### config.mk
export PLATFORM = sky130hd
export DESIGN_NAME = wb_mem_arbiter_flat
export DESIGN_NICKNAME = d
export VERILOG_FILES = /design/src/rtl/wb_arb_pkg.sv /design/src/rtl/wb_mem_arbiter_if.sv /design/src/rtl/wb_arb_prio.sv /design/src/rtl/wb_mem_arbiter.sv /design/src/flat_wrapper.sv
export SDC_FILE = /design/constraint.sdc
export NUM_CORES = 1
export LEC_CHECK = 0
export ABC_AREA = 1
export CORE_AREA = 8 8 168 170
export DETAILED_ROUTE_END_ITERATION = 10
export DIE_AREA = 0 0 176 178
export GPL_TIMING_DRIVEN = 0
export SYNTH_ARGS = -nofsm -noshare
export SYNTH_HDL_FRONTEND = slang
export SYNTH_SLANG_ARGS = --single-unit
### constraint.sdc
create_clock -name clk_i -period 3.1 [get_ports clk_i]
set_input_delay 0.62 -clock clk_i [delete_from_list [all_inputs] [get_ports clk_i]]
set_output_delay 0.62 -clock clk_i [all_outputs]
set_load 0.05 [all_outputs]
### src/rtl/wb_arb_pkg.sv
// wb_arb_pkg
//   Shared definitions for the three-master Wishbone RAM arbiter:
//   - arb_state_e : arbiter FSM states (IDLE / OWN)
//   - GNT_*       : grant index encoding (0 host, 1 ibus, 2 dbus, 3 none)
//   - CTI_*/BTE_* : Wishbone B3 cycle-type and burst-type encodings
package wb_arb_pkg;

    typedef enum logic {
        ST_IDLE = 1'b0,
        ST_OWN  = 1'b1
    } arb_state_e;

    localparam logic [1:0] GNT_HOST = 2'd0;
    localparam logic [1:0] GNT_IBUS = 2'd1;
    localparam logic [1:0] GNT_DBUS = 2'd2;
    localparam logic [1:0] GNT_NONE = 2'd3;

    localparam logic [2:0] CTI_CLASSIC = 3'b000;
    localparam logic [2:0] CTI_CONST   = 3'b001;
    localparam logic [2:0] CTI_INCR    = 3'b010;
    localparam logic [2:0] CTI_EOB     = 3'b111;

    localparam logic [1:0] BTE_LINEAR = 2'b00;
    localparam logic [1:0] BTE_WRAP4  = 2'b01;
    localparam logic [1:0] BTE_WRAP8  = 2'b10;
    localparam logic [1:0] BTE_WRAP16 = 2'b11;

endpackage

### src/rtl/wb_mem_arbiter_if.sv
// wb_mem_arbiter_if
//   One Wishbone B3 point-to-point link.
//   Request  (master -> slave): adr, dat_m2s, sel, we, cyc, stb, cti, bte
//   Response (slave -> master): dat_s2m, ack, err
//   modport master : the side that issues cycles
//   modport slave  : the side that terminates cycles
interface wb_mem_arbiter_if #(
    parameter int unsigned ADDR_W = 32,
    parameter int unsigned DATA_W = 32
);
    localparam int unsigned SEL_W = DATA_W / 8;

    logic [ADDR_W-1:0] adr;
    logic [DATA_W-1:0] dat_m2s;
    logic [DATA_W-1:0] dat_s2m;
    logic [SEL_W-1:0]  sel;
    logic              we;
    logic              cyc;
    logic              stb;
    logic [2:0]        cti;
    logic [1:0]        bte;
    logic              ack;
    logic              err;

    modport master (
        output adr, dat_m2s, sel, we, cyc, stb, cti, bte,
        input  dat_s2m, ack, err
    );

    modport slave (
        input  adr, dat_m2s, sel, we, cyc, stb, cti, bte,
        output dat_s2m, ack, err
    );

endinterface

### src/rtl/wb_arb_prio.sv
// wb_arb_prio
//   Combinational next-grant select. The host (cyc[0]) always wins; between
//   the two CPU ports a single requester wins outright and a tie goes to
//   rr_ptr.
//   cyc      : {m2.cyc, m1.cyc, m0.cyc}
//   rr_ptr   : CPU port favoured on a tie (GNT_IBUS or GNT_DBUS)
//   gnt_next : index to grant, GNT_NONE when nobody requests
module wb_arb_prio
    import wb_arb_pkg::*;
(
    input  logic [2:0] cyc,
    input  logic [1:0] rr_ptr,
    output logic [1:0] gnt_next
);

    always_comb begin
        // NOTE: default first so every path assigns gnt_next; otherwise a latch is inferred.
        gnt_next = GNT_NONE;
        if (cyc[0]) begin
            gnt_next = GNT_HOST;
        end else if (cyc[1] && cyc[2]) begin
            gnt_next = rr_ptr;
        end else if (cyc[1]) begin
            gnt_next = GNT_IBUS;
        end else if (cyc[2]) begin
            gnt_next = GNT_DBUS;
        end
    end

endmodule

### src/rtl/wb_mem_arbiter.sv
// wb_mem_arbiter
//   Three-master / one-slave Wishbone B3 arbiter in front of the program/data
//   RAM. Host loader (m0) has fixed top priority; CPU ibus (m1) and dbus (m2)
//   share round-robin. A grant is held for the whole cyc burst.
//   clk_i, rst_ni : clock, asynchronous active-low reset
//   m0, m1, m2    : master-facing links (slave modport)
//   s             : RAM-facing link (master modport)
//   gnt_o         : granted master index, 3 = none
//   Optional: define WB_ARB_TIMEOUT_EN to add a stall watchdog that answers a
//   stuck beat with err after TIMEOUT_CYCLES (1..255) cycles.
module wb_mem_arbiter
    import wb_arb_pkg::*;
#(
    parameter int unsigned ADDR_W         = 32,
    parameter int unsigned DATA_W         = 32,
    parameter int unsigned TIMEOUT_CYCLES = 255
) (
    input  logic                    clk_i,
    input  logic                    rst_ni,
    wb_mem_arbiter_if.slave         m0,
    wb_mem_arbiter_if.slave         m1,
    wb_mem_arbiter_if.slave         m2,
    wb_mem_arbiter_if.master        s,
    output logic [1:0]              gnt_o
);

    localparam int unsigned SEL_W = DATA_W / 8;

    arb_state_e        state;
    logic [1:0]        gnt;
    logic [1:0]        rr_ptr;
    logic [1:0]        gnt_next;
    logic              to_hit;

    logic [ADDR_W-1:0] req_adr;
    logic [DATA_W-1:0] req_dat;
    logic [SEL_W-1:0]  req_sel;
    logic              req_we;
    logic              req_cyc;
    logic              req_stb;
    logic [2:0]        req_cti;
    logic [1:0]        req_bte;

    wb_arb_prio u_prio (
        .cyc      ({m2.cyc, m1.cyc, m0.cyc}),
        .rr_ptr   (rr_ptr),
        .gnt_next (gnt_next)
    );

    // Grant FSM. rr_ptr flips to the other CPU port only when a CPU grant is
    // released; a host release leaves it alone.
    always_ff @(posedge clk_i or negedge rst_ni) begin
        if (!rst_ni) begin
            state  <= ST_IDLE;
            gnt    <= GNT_NONE;
            rr_ptr <= GNT_IBUS;
        end else begin
            // NOTE: non-blocking so every branch sees the pre-edge gnt/rr_ptr.
            case (state)
                ST_IDLE: begin
                    if (gnt_next != GNT_NONE) begin
                        gnt   <= gnt_next;
                        state <= ST_OWN;
                    end
                end
                ST_OWN: begin
                    if (!req_cyc) begin
                        state <= ST_IDLE;
                        gnt   <= GNT_NONE;
                        if (gnt == GNT_IBUS) begin
                            rr_ptr <= GNT_DBUS;
                        end else if (gnt == GNT_DBUS) begin
                            rr_ptr <= GNT_IBUS;
                        end
                    end
                end
                default: begin
                    state <= ST_IDLE;
                    gnt   <= GNT_NONE;
                end
            endcase
        end
    end

    // Request mux straight off the registered grant: no added beat latency,
    // and an async reset drops the slave request without waiting for a clock.
    always_comb begin
        req_adr = '0;
        req_dat = '0;
        req_sel = '0;
        req_we  = 1'b0;
        req_cyc = 1'b0;
        req_stb = 1'b0;
        req_cti = CTI_CLASSIC;
        req_bte = BTE_LINEAR;
        case (gnt)
            GNT_HOST: begin
                req_adr = m0.adr;  req_dat = m0.dat_m2s; req_sel = m0.sel;
                req_we  = m0.we;   req_cyc = m0.cyc;     req_stb = m0.stb;
                req_cti = m0.cti;  req_bte = m0.bte;
            end
            GNT_IBUS: begin
                req_adr = m1.adr;  req_dat = m1.dat_m2s; req_sel = m1.sel;
                req_we  = m1.we;   req_cyc = m1.cyc;     req_stb = m1.stb;
                req_cti = m1.cti;  req_bte = m1.bte;
            end
            GNT_DBUS: begin
                req_adr = m2.adr;  req_dat = m2.dat_m2s; req_sel = m2.sel;
                req_we  = m2.we;   req_cyc = m2.cyc;     req_stb = m2.stb;
                req_cti = m2.cti;  req_bte = m2.bte;
            end
            default: ;
        endcase
    end

`ifdef WB_ARB_TIMEOUT_EN
    logic [7:0] to_cnt;

    // Counts stalled strobe cycles; the cycle it reaches the limit the strobe
    // is withdrawn and the owner gets err instead of an ack.
    assign to_hit = (to_cnt == 8'(TIMEOUT_CYCLES));

    always_ff @(posedge clk_i or negedge rst_ni) begin
        if (!rst_ni) begin
            to_cnt <= '0;
        end else if (state == ST_IDLE || s.ack || s.err || to_hit) begin
            to_cnt <= '0;
        end else if (req_stb) begin
            to_cnt <= to_cnt + 8'd1;
        end
    end
`else
    logic unused_timeout_cfg;

    // Keeps the parameter referenced when the watchdog is not built.
    assign unused_timeout_cfg = ^TIMEOUT_CYCLES;
    assign to_hit             = 1'b0;
`endif

    assign s.adr     = req_adr;
    assign s.dat_m2s = req_dat;
    assign s.sel     = req_sel;
    assign s.we      = req_we;
    assign s.cyc     = req_cyc;
    assign s.stb     = req_stb & ~to_hit;
    assign s.cti     = req_cti;
    assign s.bte     = req_bte;

    assign m0.dat_s2m = s.dat_s2m;
    assign m1.dat_s2m = s.dat_s2m;
    assign m2.dat_s2m = s.dat_s2m;

    assign m0.ack = s.ack & (gnt == GNT_HOST);
    assign m1.ack = s.ack & (gnt == GNT_IBUS);
    assign m2.ack = s.ack & (gnt == GNT_DBUS);

    assign m0.err = (s.err | to_hit) & (gnt == GNT_HOST);
    assign m1.err = (s.err | to_hit) & (gnt == GNT_IBUS);
    assign m2.err = (s.err | to_hit) & (gnt == GNT_DBUS);

    assign gnt_o = gnt;

endmodule

### src/flat_wrapper.sv
// flat-port wrapper written by rule: the top's interface ports become plain ports
module wb_mem_arbiter_flat import wb_arb_pkg::*;
#(
    parameter int unsigned ADDR_W         = 32,
    parameter int unsigned DATA_W         = 32,
    parameter int unsigned TIMEOUT_CYCLES = 255
)
  (clk_i, rst_ni, gnt_o, m0_adr, m0_dat_m2s, m0_sel, m0_we, m0_cyc, m0_stb, m0_cti, m0_bte, m0_dat_s2m, m0_ack, m0_err, m1_adr, m1_dat_m2s, m1_sel, m1_we, m1_cyc, m1_stb, m1_cti, m1_bte, m1_dat_s2m, m1_ack, m1_err, m2_adr, m2_dat_m2s, m2_sel, m2_we, m2_cyc, m2_stb, m2_cti, m2_bte, m2_dat_s2m, m2_ack, m2_err, s_adr, s_dat_m2s, s_sel, s_we, s_cyc, s_stb, s_cti, s_bte, s_dat_s2m, s_ack, s_err);
  wb_mem_arbiter_if #(.ADDR_W(ADDR_W), .DATA_W(DATA_W)) m0_i ();
  wb_mem_arbiter_if #(.ADDR_W(ADDR_W), .DATA_W(DATA_W)) m1_i ();
  wb_mem_arbiter_if #(.ADDR_W(ADDR_W), .DATA_W(DATA_W)) m2_i ();
  wb_mem_arbiter_if #(.ADDR_W(ADDR_W), .DATA_W(DATA_W)) s_i ();
  input  logic clk_i;
  input  logic rst_ni;
  output logic [1:0] gnt_o;
  input wire logic [$bits(m0_i.adr)-1:0] m0_adr;
  input wire logic [$bits(m0_i.dat_m2s)-1:0] m0_dat_m2s;
  input wire logic [$bits(m0_i.sel)-1:0] m0_sel;
  input wire logic [$bits(m0_i.we)-1:0] m0_we;
  input wire logic [$bits(m0_i.cyc)-1:0] m0_cyc;
  input wire logic [$bits(m0_i.stb)-1:0] m0_stb;
  input wire logic [$bits(m0_i.cti)-1:0] m0_cti;
  input wire logic [$bits(m0_i.bte)-1:0] m0_bte;
  output wire logic [$bits(m0_i.dat_s2m)-1:0] m0_dat_s2m;
  output wire logic [$bits(m0_i.ack)-1:0] m0_ack;
  output wire logic [$bits(m0_i.err)-1:0] m0_err;
  input wire logic [$bits(m1_i.adr)-1:0] m1_adr;
  input wire logic [$bits(m1_i.dat_m2s)-1:0] m1_dat_m2s;
  input wire logic [$bits(m1_i.sel)-1:0] m1_sel;
  input wire logic [$bits(m1_i.we)-1:0] m1_we;
  input wire logic [$bits(m1_i.cyc)-1:0] m1_cyc;
  input wire logic [$bits(m1_i.stb)-1:0] m1_stb;
  input wire logic [$bits(m1_i.cti)-1:0] m1_cti;
  input wire logic [$bits(m1_i.bte)-1:0] m1_bte;
  output wire logic [$bits(m1_i.dat_s2m)-1:0] m1_dat_s2m;
  output wire logic [$bits(m1_i.ack)-1:0] m1_ack;
  output wire logic [$bits(m1_i.err)-1:0] m1_err;
  input wire logic [$bits(m2_i.adr)-1:0] m2_adr;
  input wire logic [$bits(m2_i.dat_m2s)-1:0] m2_dat_m2s;
  input wire logic [$bits(m2_i.sel)-1:0] m2_sel;
  input wire logic [$bits(m2_i.we)-1:0] m2_we;
  input wire logic [$bits(m2_i.cyc)-1:0] m2_cyc;
  input wire logic [$bits(m2_i.stb)-1:0] m2_stb;
  input wire logic [$bits(m2_i.cti)-1:0] m2_cti;
  input wire logic [$bits(m2_i.bte)-1:0] m2_bte;
  output wire logic [$bits(m2_i.dat_s2m)-1:0] m2_dat_s2m;
  output wire logic [$bits(m2_i.ack)-1:0] m2_ack;
  output wire logic [$bits(m2_i.err)-1:0] m2_err;
  output wire logic [$bits(s_i.adr)-1:0] s_adr;
  output wire logic [$bits(s_i.dat_m2s)-1:0] s_dat_m2s;
  output wire logic [$bits(s_i.sel)-1:0] s_sel;
  output wire logic [$bits(s_i.we)-1:0] s_we;
  output wire logic [$bits(s_i.cyc)-1:0] s_cyc;
  output wire logic [$bits(s_i.stb)-1:0] s_stb;
  output wire logic [$bits(s_i.cti)-1:0] s_cti;
  output wire logic [$bits(s_i.bte)-1:0] s_bte;
  input wire logic [$bits(s_i.dat_s2m)-1:0] s_dat_s2m;
  input wire logic [$bits(s_i.ack)-1:0] s_ack;
  input wire logic [$bits(s_i.err)-1:0] s_err;
  assign m0_i.adr = m0_adr;
  assign m0_i.dat_m2s = m0_dat_m2s;
  assign m0_i.sel = m0_sel;
  assign m0_i.we = m0_we;
  assign m0_i.cyc = m0_cyc;
  assign m0_i.stb = m0_stb;
  assign m0_i.cti = m0_cti;
  assign m0_i.bte = m0_bte;
  assign m0_dat_s2m = m0_i.dat_s2m;
  assign m0_ack = m0_i.ack;
  assign m0_err = m0_i.err;
  assign m1_i.adr = m1_adr;
  assign m1_i.dat_m2s = m1_dat_m2s;
  assign m1_i.sel = m1_sel;
  assign m1_i.we = m1_we;
  assign m1_i.cyc = m1_cyc;
  assign m1_i.stb = m1_stb;
  assign m1_i.cti = m1_cti;
  assign m1_i.bte = m1_bte;
  assign m1_dat_s2m = m1_i.dat_s2m;
  assign m1_ack = m1_i.ack;
  assign m1_err = m1_i.err;
  assign m2_i.adr = m2_adr;
  assign m2_i.dat_m2s = m2_dat_m2s;
  assign m2_i.sel = m2_sel;
  assign m2_i.we = m2_we;
  assign m2_i.cyc = m2_cyc;
  assign m2_i.stb = m2_stb;
  assign m2_i.cti = m2_cti;
  assign m2_i.bte = m2_bte;
  assign m2_dat_s2m = m2_i.dat_s2m;
  assign m2_ack = m2_i.ack;
  assign m2_err = m2_i.err;
  assign s_adr = s_i.adr;
  assign s_dat_m2s = s_i.dat_m2s;
  assign s_sel = s_i.sel;
  assign s_we = s_i.we;
  assign s_cyc = s_i.cyc;
  assign s_stb = s_i.stb;
  assign s_cti = s_i.cti;
  assign s_bte = s_i.bte;
  assign s_i.dat_s2m = s_dat_s2m;
  assign s_i.ack = s_ack;
  assign s_i.err = s_err;
  wb_mem_arbiter #(.ADDR_W(ADDR_W), .DATA_W(DATA_W), .TIMEOUT_CYCLES(TIMEOUT_CYCLES)) u_core (.clk_i(clk_i), .rst_ni(rst_ni), .m0(m0_i), .m1(m1_i), .m2(m2_i), .s(s_i), .gnt_o(gnt_o));
endmodule
# After elaboration in Yosys (flattened, before gate mapping)
# Index checks and enable logic that the tools add are counted.
classes:
  add_sub_neg: 0
  mul: 0
  div_mod_pow: 0
  n_lt_le_gt_ge: 0
  n_eq_ne: 5
  shifts: 0
  muxes: 20
  bitwise_logic: 8
  n_reduce_logical: 5
op_table:
  columns: ["op", "n"]
  rows:
  - ["32-bit one-hot mux with 3 select lines", 2]
  - ["2-bit two-way mux", 7]
  - ["4-bit one-hot mux with 3 select lines", 1]
  - ["1-bit one-hot mux with 3 select lines", 3]
  - ["3-bit one-hot mux with 3 select lines", 1]
  - ["1-bit AND", 6]
  - ["2-bit one-hot mux with 3 select lines", 1]
  - ["2-bit != test (second input constant)", 2]
  - ["2-bit one-hot mux with 2 select lines", 1]
  - ["1-bit two-way mux", 3]
  - ["3-bit AND reduction", 1]
  - ["2-bit by 1-bit equality test with 1-bit output (second input constant)", 1]
  - ["2-bit equality test (second input constant)", 1]
  - ["2-bit zero test", 1]
  - ["2-bit by 1-bit != test with 1-bit output (second input constant)", 1]
  - ["1-bit NOT", 2]
  - ["1-bit one-hot mux with 2 select lines", 1]
  - ["2-bit AND reduction", 1]
  - ["2-bit nonzero test", 1]
  - ["1-bit logical AND", 1]
totals:
  reg_bits: 5
  latchBits: 0
  ramBits: 0
  rom_bits: 0
  inputBits: 264
  out_inout_bits: 180
  elab_cells: 41
  n_memories: 0

# Longest topological paths before layout
# Gate-level depths: netlist (run 1).
logic_depth:
  ltp_word: 7
  mapped_depth: 10
  depth_no_buf: 9

# Cells and area by module
# From an unflattened synthesis (run 1), not the netlist that was laid out.
unflattened:
  cells_unflattened: 638
  area_unflattened_um2: 3155.5
by_module_without_submodules:
  columns: ["module", "n_inst", "cells_each", "area_per_inst_um2", "seq_area_each_um2"]
  rows:
  - ["wb_mem_arbiter", 1, 634, 3138.0, 128.9]
  - ["wb_arb_prio", 1, 4, 17.5, 0.0]

# Worst setup path after synthesis (run 1)
# Ideal clock, no wire load.
synth_timing:
  path_type: "flip-flop to output port"
  from: "register u_core.gnt[0], in the netlist u_core.gnt_o[0]"
  to: "output port s_cti[0]"
  arrival_time_ps: 1741
  required_ps: 2480
  setup_slack_ps: 739
  stages_incl_launch_ff: 10
  n_path_buf: 3
  path_cell_list: "dfstp_2 -> inv_1 -> ha_1 -> buf_6 -> buf_6 -> buf_6 -> nand2_1 -> nand3_1 -> nand2_1 -> inv_1"
synth_via:
  elab_chain_len: 2
  word_cells_on_any_way: 4
  cone_classes: "eq/ne: 2; mux: 1; reduce/logical: 1"
synth_lines:
  columns: ["element", "line_no", "source"]
  rows:
  - ["from (decl)", "wb_mem_arbiter.sv:30", "logic [1:0] gnt;"]
  - ["from (signal assigned)", "wb_mem_arbiter.sv:62", "gnt <= gnt_next;"]
  - ["2-bit equality test, or another cell as far along", "wb_mem_arbiter.sv:96", "case (gnt)"]
  - ["3-bit one-hot mux with 3 select lines *", "wb_mem_arbiter.sv:96", null]
  - ["to (decl)", "flat_wrapper.sv:55", "output wire logic [$bits(s_i.cti)-1:0] s_cti;"]
# Mark *: on every way between the ends. The rest lies on a longest branch, timed or not.

# Worst setup path after layout (run 1)
layout_timing:
  from: "register u_core.gnt[0], in the netlist u_core.gnt_o[0]"
  to: "output port m0_err"
layout_via:
  elab_chain_len: 2
layout_lines:
  columns: ["element", "line_no", "source"]
  rows:
  - ["2-bit zero test", "wb_mem_arbiter.sv:157", "assign m0.err = (s.err | to_hit) & (gnt == GNT_HOST);"]
  - ["1-bit AND", "wb_mem_arbiter.sv:157", null]
  - ["to (decl)", "flat_wrapper.sv:26", "output wire logic [$bits(m0_i.err)-1:0] m0_err;"]
# No other way between the ends.

==> results of run 1 <==
## cell type report
class	instances	area [µm²]
Multi-Input combinational cell	416	1708
Sequential cell	5	128.9
Timing Repair Buffer	411	4034
Buffer	131	970.9
Fill cell	2847	17950
Inverter	88	330.3
Clock buffer	4	78.83
Tap cell	335	419.2
## per-stage QoR
step | hold WS [ns] | power, mW | instances
floorplan | 0.3244 | 4.765 | 640
global placement | 0.4619 | 7.268 | 1386
detailed placement | 0.4709 | 7.291 | 1386
CTS | 0.4776 | 7.074 | 1390
global route | 0.5183 | 7.465 | 1390
finish | 0.4746 | 6.967 | 1390
## flip-flops by register name (all words and copies together), names as in the netlist
signal	flops
u_core.state	1
u_core.rr_ptr	2
u_core.gnt_o	2
## cell usage after synthesis
| cell type | number |
|---|---|
| sky130_fd_sc_hd__clkbuf_1 | 1 |
| sky130_fd_sc_hd__dfrtp_1 | 2 |
| sky130_fd_sc_hd__buf_6 | 12 |
| sky130_fd_sc_hd__nand3_1 | 80 |
| sky130_fd_sc_hd__buf_2 | 20 |
| sky130_fd_sc_hd__nand2_1 | 327 |
| sky130_fd_sc_hd__buf_1 | 1 |
| sky130_fd_sc_hd__buf_4 | 97 |
| sky130_fd_sc_hd__inv_1 | 88 |
| sky130_fd_sc_hd__nand4_1 | 2 |
| sky130_fd_sc_hd__dfstp_2 | 3 |
| sky130_fd_sc_hd__nand2_2 | 2 |
| sky130_fd_sc_hd__o21ai_0 | 1 |
| sky130_fd_sc_hd__ha_1 | 4 |
## routing by layer
metal	up-vias	GRT usage
li1	2620	-
met1	2209	0.1322
met2	256	0.2339
met3	10	0.03027
met4	0	0.01307
met5	-	0
## critical path, stage by stage (launching register included)
cell and delay, ns:
sky130_fd_sc_hd__dfstp_2 0.58, sky130_fd_sc_hd__inv_1 0.08, sky130_fd_sc_hd__ha_1 0.21, sky130_fd_sc_hd__buf_6 0.14, sky130_fd_sc_hd__buf_6 0.15, sky130_fd_sc_hd__buf_6 0.15, sky130_fd_sc_hd__nand2_1 0.06, sky130_fd_sc_hd__inv_1 0.04
sky130_fd_sc_hd__clkdlybuf4s50_1 0.71
## path summary, 6_finish.rpt
kind | startpoint | endpoint | slack, ns | cells past startpoint
worst max-delay path | u_core.gnt_o[0]$_DFFE_PN1P_ | m0_err | 0.11 | 8
worst min-delay path | u_core.rr_ptr[0]$_DFFE_PN1P_ | u_core.rr_ptr[0]$_DFFE_PN1P_ | 0.47 | 2
worst max register to register | u_core.gnt_o[0]$_DFFE_PN1P_ | u_core.rr_ptr[1]$_DFFE_PN0P_ | 1.45 | 9
worst min register to register | u_core.rr_ptr[0]$_DFFE_PN1P_ | u_core.rr_ptr[0]$_DFFE_PN1P_ | 0.47 | 2
max in group asynchronous | rst_ni | u_core.gnt_o[0]$_DFFE_PN1P_ | 2.22 | 1
min in group asynchronous | rst_ni | u_core.state$_DFF_PN0_ | 0.62 | 1
## where the power goes
group | internal, mW | total (mW) | switching [mW]
clock | 0.170 | 0.213 | 0.0425
combinational | 1.92 | 6.60 | 4.68
sequential | 0.115 | 0.155 | 0.0396
## logic make-up after synthesis
logic type	count (synthesis)	synth area share
buffers and inverters	219	0.4147
adder cells (fa/ha/maj)	4	0.01595
AND/OR/NAND/NOR	411	0.5267
AO/OA/AOI/OAI	1	0.001593
flip-flops	5	0.04107
## timing repair
action	CTS	global route
resized for setup	73	5
cloned	0	0
endpoints found under the setup margin	73	5
==> impl_metrics.xml, run 1 <==
<?xml version="1.0" encoding="UTF-8"?>
<metrics>
  <group name="outcome">
    <metric name="result_of_the_run" unit="">complete, no violations</metric>
  </group>
  <group name="worst_setup_path">
    <metric name="path_class" unit="">reg -&gt; out</metric>
    <metric name="start_kind" unit="">register</metric>
    <metric name="arrival" unit="ns">2.37</metric>
    <metric name="cp-end-kind" unit="">output port</metric>
    <metric name="worst_ep_required_time" unit="ns">2.48</metric>
    <metric name="timing.critical_path.fanout_max" unit="">10</metric>
  </group>
  <group name="clock_tree">
    <metric name="clk_pin_slew" unit="ns">0.03</metric>
    <metric name="cts.repair_timing.setup_buffer_count" unit="">0</metric>
    <metric name="cts_made_buffers" unit="">3</metric>
    <metric name="cts_tree" unit="">done</metric>
    <metric name="cts_buffer_depth" unit="">2</metric>
    <metric name="clock_latency_reported_for_the_late_side_of_the_worst_skew_pair" unit="ns">0.23</metric>
    <metric name="clockRootBuffer" unit="">sky130_fd_sc_hd__clkbuf_16</metric>
    <metric name="clock_sink_count" unit="">5</metric>
    <metric name="clock_tree.htree_level_count" unit="">1</metric>
    <metric name="holdBufCountCts" unit="">0</metric>
  </group>
  <group name="route">
    <metric name="met3RoutedLength" unit="µm">1991</metric>
    <metric name="met2_routed_length" unit="µm">11300</metric>
    <metric name="detailedRoute.firstIterationViolations" unit="">165</metric>
    <metric name="routed.top_layer" unit="">met4</metric>
    <metric name="total_number_of_vias" unit="">5095</metric>
    <metric name="route.final.wire_length" unit="µm">21330</metric>
    <metric name="antenna_left" unit="">0</metric>
    <metric name="post_drt_wl_per_cell" unit="µm">15.35</metric>
    <metric name="m1WireLength" unit="µm">7831</metric>
    <metric name="detailedRoute.firstPassIterationCount" unit="">4</metric>
    <metric name="route.detailed.vias_per_inst" unit="">3.665</metric>
    <metric name="drt_drc_violations_left" unit="">0</metric>
  </group>
  <group name="sta">
    <metric name="maxClockFrequency" unit="MHz">335.0</metric>
    <metric name="period_share" unit="">0.9630</metric>
    <metric name="maxSlewHeadroom" unit="">0.6239</metric>
    <metric name="tns" unit="ns">0</metric>
    <metric name="hold_violations" unit="">0</metric>
    <metric name="grt_setup_unrepaired" unit="">false</metric>
    <metric name="finalWorstPathRequiredPeriod" unit="ns">2.985</metric>
    <metric name="tightestPinTransition" unit="ns">0.5624</metric>
    <metric name="final_critical_path_setup_slack" unit="ns">0.1148</metric>
    <metric name="timing.final.setup_violations" unit="">0</metric>
    <metric name="final-max-slew-violation-count" unit="">0</metric>
    <metric name="skew" unit="ns">0.001713</metric>
  </group>
  <group name="global_route">
    <metric name="track_usage" unit="">0.1202</metric>
    <metric name="grt_pass1_wl" unit="µm">29510</metric>
    <metric name="grt_pass1_vias" unit="">4998</metric>
    <metric name="antenna_violations_before_repair" unit="">0</metric>
    <metric name="gr-total-overflow" unit="">0</metric>
    <metric name="largest_net_degree_at_the_start_of_global_routing" unit="">11</metric>
  </group>
  <group name="floorplan">
    <metric name="die_width" unit="µm">176</metric>
    <metric name="design.die.area" unit="µm²">31330</metric>
    <metric name="core_area" unit="µm²">25620</metric>
    <metric name="row_count" unit="">59</metric>
    <metric name="dieHeight" unit="µm">178</metric>
    <metric name="floorplan.io_pins" unit="">444</metric>
    <metric name="initial_core_util" unit="">0.1225</metric>
  </group>
  <group name="final_layout">
    <metric name="layout_commonest_cell" unit="">sky130_fd_sc_hd__clkdlybuf4s50_1</metric>
    <metric name="num_antenna_cells" unit="">0</metric>
    <metric name="final_layout_size_suffix_gt1_frac" unit="">0.1299</metric>
    <metric name="syn_to_final_growth" unit="%">144.4</metric>
    <metric name="commonest_non_fill_non_tap_cells_in_the_layout" unit="">sky130_fd_sc_hd__clkdlybuf4s50_1, sky130_fd_sc_hd__nand2_1, sky130_fd_sc_hd__buf_4</metric>
    <metric name="post_layout_util" unit="">0.2994</metric>
    <metric name="final_design_area_no_fill" unit="µm²">7670</metric>
    <metric name="finish.net_count" unit="">1324</metric>
  </group>
  <group name="placed_design">
    <metric name="port_buffers" unit="">411</metric>
    <metric name="replace_congestion" unit="">0.8305</metric>
    <metric name="cell_area_reported_after_detailed_placement" unit="µm²">7671</metric>
    <metric name="pre_cts_ws" unit="ns">0.02581</metric>
    <metric name="dp.final_hpwl" unit="µm">19150</metric>
  </group>
  <group name="synthesis">
    <metric name="post_synthesis_instance_total" unit="">640</metric>
    <metric name="ys_seq_elements" unit="">5</metric>
    <metric name="synthesis.area" unit="µm²">3138</metric>
    <metric name="yosys_warnings" unit="">0</metric>
    <metric name="synth_cell_types" unit="">14</metric>
    <metric name="synth.top_cell.area_share" unit="">0.3911</metric>
    <metric name="netlist.top_cell.by_area" unit="">sky130_fd_sc_hd__nand2_1</metric>
    <metric name="postSynthAreaPerCell" unit="µm²">4.903</metric>
    <metric name="syn_nets" unit="">908</metric>
    <metric name="post_synth_main_area_contributors" unit="">sky130_fd_sc_hd__nand2_1, sky130_fd_sc_hd__buf_4, sky130_fd_sc_hd__nand3_1, sky130_fd_sc_hd__inv_1, sky130_fd_sc_hd__buf_6</metric>
    <metric name="synth_sequential_area_ratio" unit="">0.04107</metric>
  </group>
  <group name="flow_run">
    <metric name="max_cap_violations" unit="">0</metric>
  </group>
  <group name="power">
    <metric name="static-leakage-power" unit="nW">4.182</metric>
    <metric name="ir_worst_vdd" unit="V">0.0004747</metric>
    <metric name="p_per_area" unit="nW/µm²">908.4</metric>
  </group>
  <group name="hold_path">
    <metric name="holdCritPathClass" unit="">reg -&gt; reg</metric>
  </group>
</metrics>
No activity file was read; power rests on OpenSTA's default activity.
==> inputs of run 2 (changes only) <==
--- a/config.mk
+++ b/config.mk
@@ -10,6 +10,7 @@
 export DETAILED_ROUTE_END_ITERATION = 10
 export DIE_AREA = 0 0 176 178
 export GPL_TIMING_DRIVEN = 0
+export SETUP_SLACK_MARGIN = 0.1
 export SYNTH_ARGS = -nofsm -noshare
 export SYNTH_HDL_FRONTEND = slang
 export SYNTH_SLANG_ARGS = --single-unit
==> impl_metrics.xml, run 2 (synthesis gave the netlist of run 1 again) <==
<?xml version="1.0" encoding="UTF-8"?>
<metrics>
  <group name="worst_setup_path">
    <metric name="slowest_delay" unit="ns">0.58</metric>
    <metric name="worst_ep_required_time" unit="ns">2.48</metric>
    <metric name="slowest_cell_on_the_critical_path" unit="">sky130_fd_sc_hd__dfstp_2</metric>
    <metric name="worst_reg2reg_setup_slack" unit="ns">1.45</metric>
    <metric name="setup.worst_path.start" unit="">u_core.gnt_o[0]$_DFFE_PN1P_</metric>
    <metric name="cp_top_family" unit="">buffers and inverters</metric>
    <metric name="critical_path.reg2reg.startpoint" unit="">u_core.gnt_o[0]$_DFFE_PN1P_</metric>
    <metric name="worst_r2r_endpoint" unit="">u_core.rr_ptr[1]$_DFFE_PN0P_</metric>
    <metric name="crit_top_cell" unit="">sky130_fd_sc_hd__buf_6</metric>
    <metric name="arrival" unit="ns">2.27</metric>
    <metric name="logic_depth_of_the_worst_path_buffers_included" unit="">10</metric>
    <metric name="start_kind" unit="">register</metric>
    <metric name="cp_cell_sequence" unit="">inv_1 &gt; ha_1 &gt; buf_6 &gt; buf_6 &gt; buf_6 &gt; nand2_1 &gt; nand3_1 &gt; nand2_1 &gt; inv_1 &gt; clkdlybuf4s15_1</metric>
    <metric name="cp-end-kind" unit="">output port</metric>
    <metric name="critPathCapture" unit="">s_dat_m2s[20]</metric>
    <metric name="timing.critical_path.fanout_max" unit="">10</metric>
    <metric name="ff2ff_path_depth" unit="">9</metric>
    <metric name="path_class" unit="">reg -&gt; out</metric>
    <metric name="worstPathBufferInverterCount" unit="">6</metric>
  </group>
  <group name="sta">
    <metric name="maxSlewHeadroom" unit="">0.6227</metric>
    <metric name="finalWorstPathRequiredPeriod" unit="ns">2.893</metric>
    <metric name="skew" unit="ns">0.001713</metric>
    <metric name="period_share" unit="">0.9334</metric>
    <metric name="final_critical_path_setup_slack" unit="ns">0.2066</metric>
    <metric name="grt_setup_unrepaired" unit="">false</metric>
    <metric name="hold_violations" unit="">0</metric>
    <metric name="tightestPinTransition" unit="ns">0.5650</metric>
    <metric name="timing.final.setup_violations" unit="">0</metric>
    <metric name="hold_slack" unit="ns">0.4746</metric>
    <metric name="maxClockFrequency" unit="MHz">345.6</metric>
    <metric name="tns" unit="ns">0</metric>
    <metric name="final-max-slew-violation-count" unit="">0</metric>
  </group>
  <group name="route">
    <metric name="route.final.wire_length" unit="µm">21370</metric>
    <metric name="met2_routed_length" unit="µm">11320</metric>
    <metric name="met3RoutedLength" unit="µm">1904</metric>
    <metric name="m1WireLength" unit="µm">7931</metric>
    <metric name="drt_drc_violations_left" unit="">0</metric>
    <metric name="antenna_left" unit="">0</metric>
    <metric name="total_number_of_vias" unit="">5116</metric>
    <metric name="routed.top_layer" unit="">met4</metric>
    <metric name="detailedRoute.firstPassIterationCount" unit="">4</metric>
    <metric name="detailedRoute.firstIterationViolations" unit="">178</metric>
    <metric name="route.detailed.vias_per_inst" unit="">3.681</metric>
    <metric name="post_drt_wl_per_cell" unit="µm">15.37</metric>
  </group>
  <group name="floorplan">
    <metric name="dieHeight" unit="µm">178</metric>
    <metric name="row_count" unit="">59</metric>
    <metric name="floorplan.io_pins" unit="">444</metric>
    <metric name="design.die.area" unit="µm²">31330</metric>
    <metric name="initial_core_util" unit="">0.1225</metric>
    <metric name="die_width" unit="µm">176</metric>
    <metric name="core_area" unit="µm²">25620</metric>
  </group>
  <group name="final_layout">
    <metric name="syn_to_final_growth" unit="%">143.9</metric>
    <metric name="finish.net_count" unit="">1324</metric>
    <metric name="post_layout_util" unit="">0.2987</metric>
    <metric name="num_antenna_cells" unit="">0</metric>
    <metric name="regArea" unit="µm²">128.9</metric>
    <metric name="final_layout_size_suffix_gt1_frac" unit="">0.1365</metric>
    <metric name="combined_area_of_the_multi_input_logic_cells" unit="µm²">1708</metric>
    <metric name="filler_cell_count" unit="">2854</metric>
    <metric name="final_design_area_no_fill" unit="µm²">7652</metric>
    <metric name="fin_cells" unit="">1390</metric>
    <metric name="commonest_non_fill_non_tap_cells_in_the_layout" unit="">sky130_fd_sc_hd__clkdlybuf4s50_1, sky130_fd_sc_hd__nand2_1, sky130_fd_sc_hd__buf_4</metric>
    <metric name="layout_commonest_cell" unit="">sky130_fd_sc_hd__clkdlybuf4s50_1</metric>
  </group>
  <group name="clock_tree">
    <metric name="holdBufCountCts" unit="">0</metric>
    <metric name="clockRootBuffer" unit="">sky130_fd_sc_hd__clkbuf_16</metric>
    <metric name="clock_tree.htree_level_count" unit="">1</metric>
    <metric name="clock_latency_reported_for_the_late_side_of_the_worst_skew_pair" unit="ns">0.23</metric>
    <metric name="cts_made_buffers" unit="">3</metric>
    <metric name="clock_sink_count" unit="">5</metric>
    <metric name="cts_buffer_depth" unit="">2</metric>
    <metric name="cts_tree" unit="">done</metric>
    <metric name="clk_pin_slew" unit="ns">0.03</metric>
  </group>
  <group name="global_route">
    <metric name="antenna_violations_before_repair" unit="">0</metric>
    <metric name="track_usage" unit="">0.1202</metric>
    <metric name="gr-total-overflow" unit="">0</metric>
    <metric name="largest_net_degree_at_the_start_of_global_routing" unit="">11</metric>
    <metric name="grt_pass1_wl" unit="µm">29510</metric>
    <metric name="grt_pass1_vias" unit="">4998</metric>
  </group>
  <group name="power">
    <metric name="p_per_area" unit="nW/µm²">909.2</metric>
    <metric name="post_route_total_power" unit="mW">6.957</metric>
    <metric name="static-leakage-power" unit="nW">4.178</metric>
    <metric name="ir_worst_vdd" unit="V">0.0004637</metric>
  </group>
  <group name="outcome">
    <metric name="result_of_the_run" unit="">complete, no violations</metric>
  </group>
  <group name="placed_design">
    <metric name="cell_area_reported_after_detailed_placement" unit="µm²">7671</metric>
    <metric name="port_buffers" unit="">411</metric>
    <metric name="replace_congestion" unit="">0.8305</metric>
    <metric name="pre_cts_ws" unit="ns">0.02581</metric>
    <metric name="dp.cells" unit="">1386</metric>
    <metric name="dp.final_hpwl" unit="µm">19150</metric>
  </group>
  <group name="flow_run">
    <metric name="max_cap_violations" unit="">0</metric>
  </group>
  <group name="hold_path">
    <metric name="holdCritPathClass" unit="">reg -&gt; reg</metric>
  </group>
</metrics>
-- run 2: where the power goes --
group | internal (mW) | switching, mW | leakage, nW | total (mW)
registers | 0.115 | 0.0396 | 0.0564 | 0.155
logic | 1.90 | 4.69 | 4.08 | 6.59
clock network | 0.170 | 0.0425 | 0.0382 | 0.213
-- run 2: repair_timing --
| item | in CTS | in global routing |
|---|---|---|
| endpoints found under the setup margin | 77 | 22 |
| resized for setup | 77 | 29 |
| setup buffers | 0 | 0 |
| pin swaps | 0 | 0 |
-- run 2: how the worst min path moves through the flow --
stage                            startpoint                      endpoint  slack (ns)  cells past startpoint
3_3_place_gp   u_core.rr_ptr[0]$_DFFE_PN1P_  u_core.rr_ptr[0]$_DFFE_PN1P_        0.46                      2
5_1_grt        u_core.rr_ptr[0]$_DFFE_PN1P_  u_core.rr_ptr[0]$_DFFE_PN1P_        0.52                      2
6_report       u_core.rr_ptr[0]$_DFFE_PN1P_  u_core.rr_ptr[0]$_DFFE_PN1P_        0.47                      2
3_5_place_dp   u_core.rr_ptr[0]$_DFFE_PN1P_  u_core.rr_ptr[0]$_DFFE_PN1P_        0.47                      2
2_1_floorplan                        rst_ni  u_core.rr_ptr[1]$_DFFE_PN0P_        0.32                      0
4_1_cts        u_core.rr_ptr[0]$_DFFE_PN1P_  u_core.rr_ptr[0]$_DFFE_PN1P_        0.48                      2
-- run 2: final cells by class --
cell class	instances	area share
buffer	131	0.1269
clock buffer	4	0.01030
inverter	88	0.04317
multi-input combinational	416	0.2232
sequential	5	0.01684
tap	335	0.05477
timing repair buffer	411	0.5249
-- run 2: per-layer routing --
| layer | vias up | global-route usage |
|---|---|---|
| li1 | 2620 | - |
| met1 | 2243 | 0.1322 |
| met2 | 243 | 0.2339 |
| met3 | 10 | 0.03027 |
| met4 | 0 | 0.01307 |
| met5 | - | 0 |
-- run 2: worst min-delay path, stage by stage, from the launching register on --
cell and delay, ns:
sky130_fd_sc_hd__dfstp_2 0.36, sky130_fd_sc_hd__nand2_1 0.05, sky130_fd_sc_hd__nand2_1 0.05
==> inputs of run 3 (changes only) <==
--- a/config.mk
+++ b/config.mk
@@ -7,6 +7,7 @@
 export LEC_CHECK = 0
 export ABC_AREA = 1
 export CORE_AREA = 8 8 168 170
+export CTS_CLUSTER_SIZE = 10
 export DETAILED_ROUTE_END_ITERATION = 10
 export DIE_AREA = 0 0 176 178
 export GPL_TIMING_DRIVEN = 0
==> results of run 3 <==
Same layout as run 2: the final DEF is identical, and so are final timing and power.
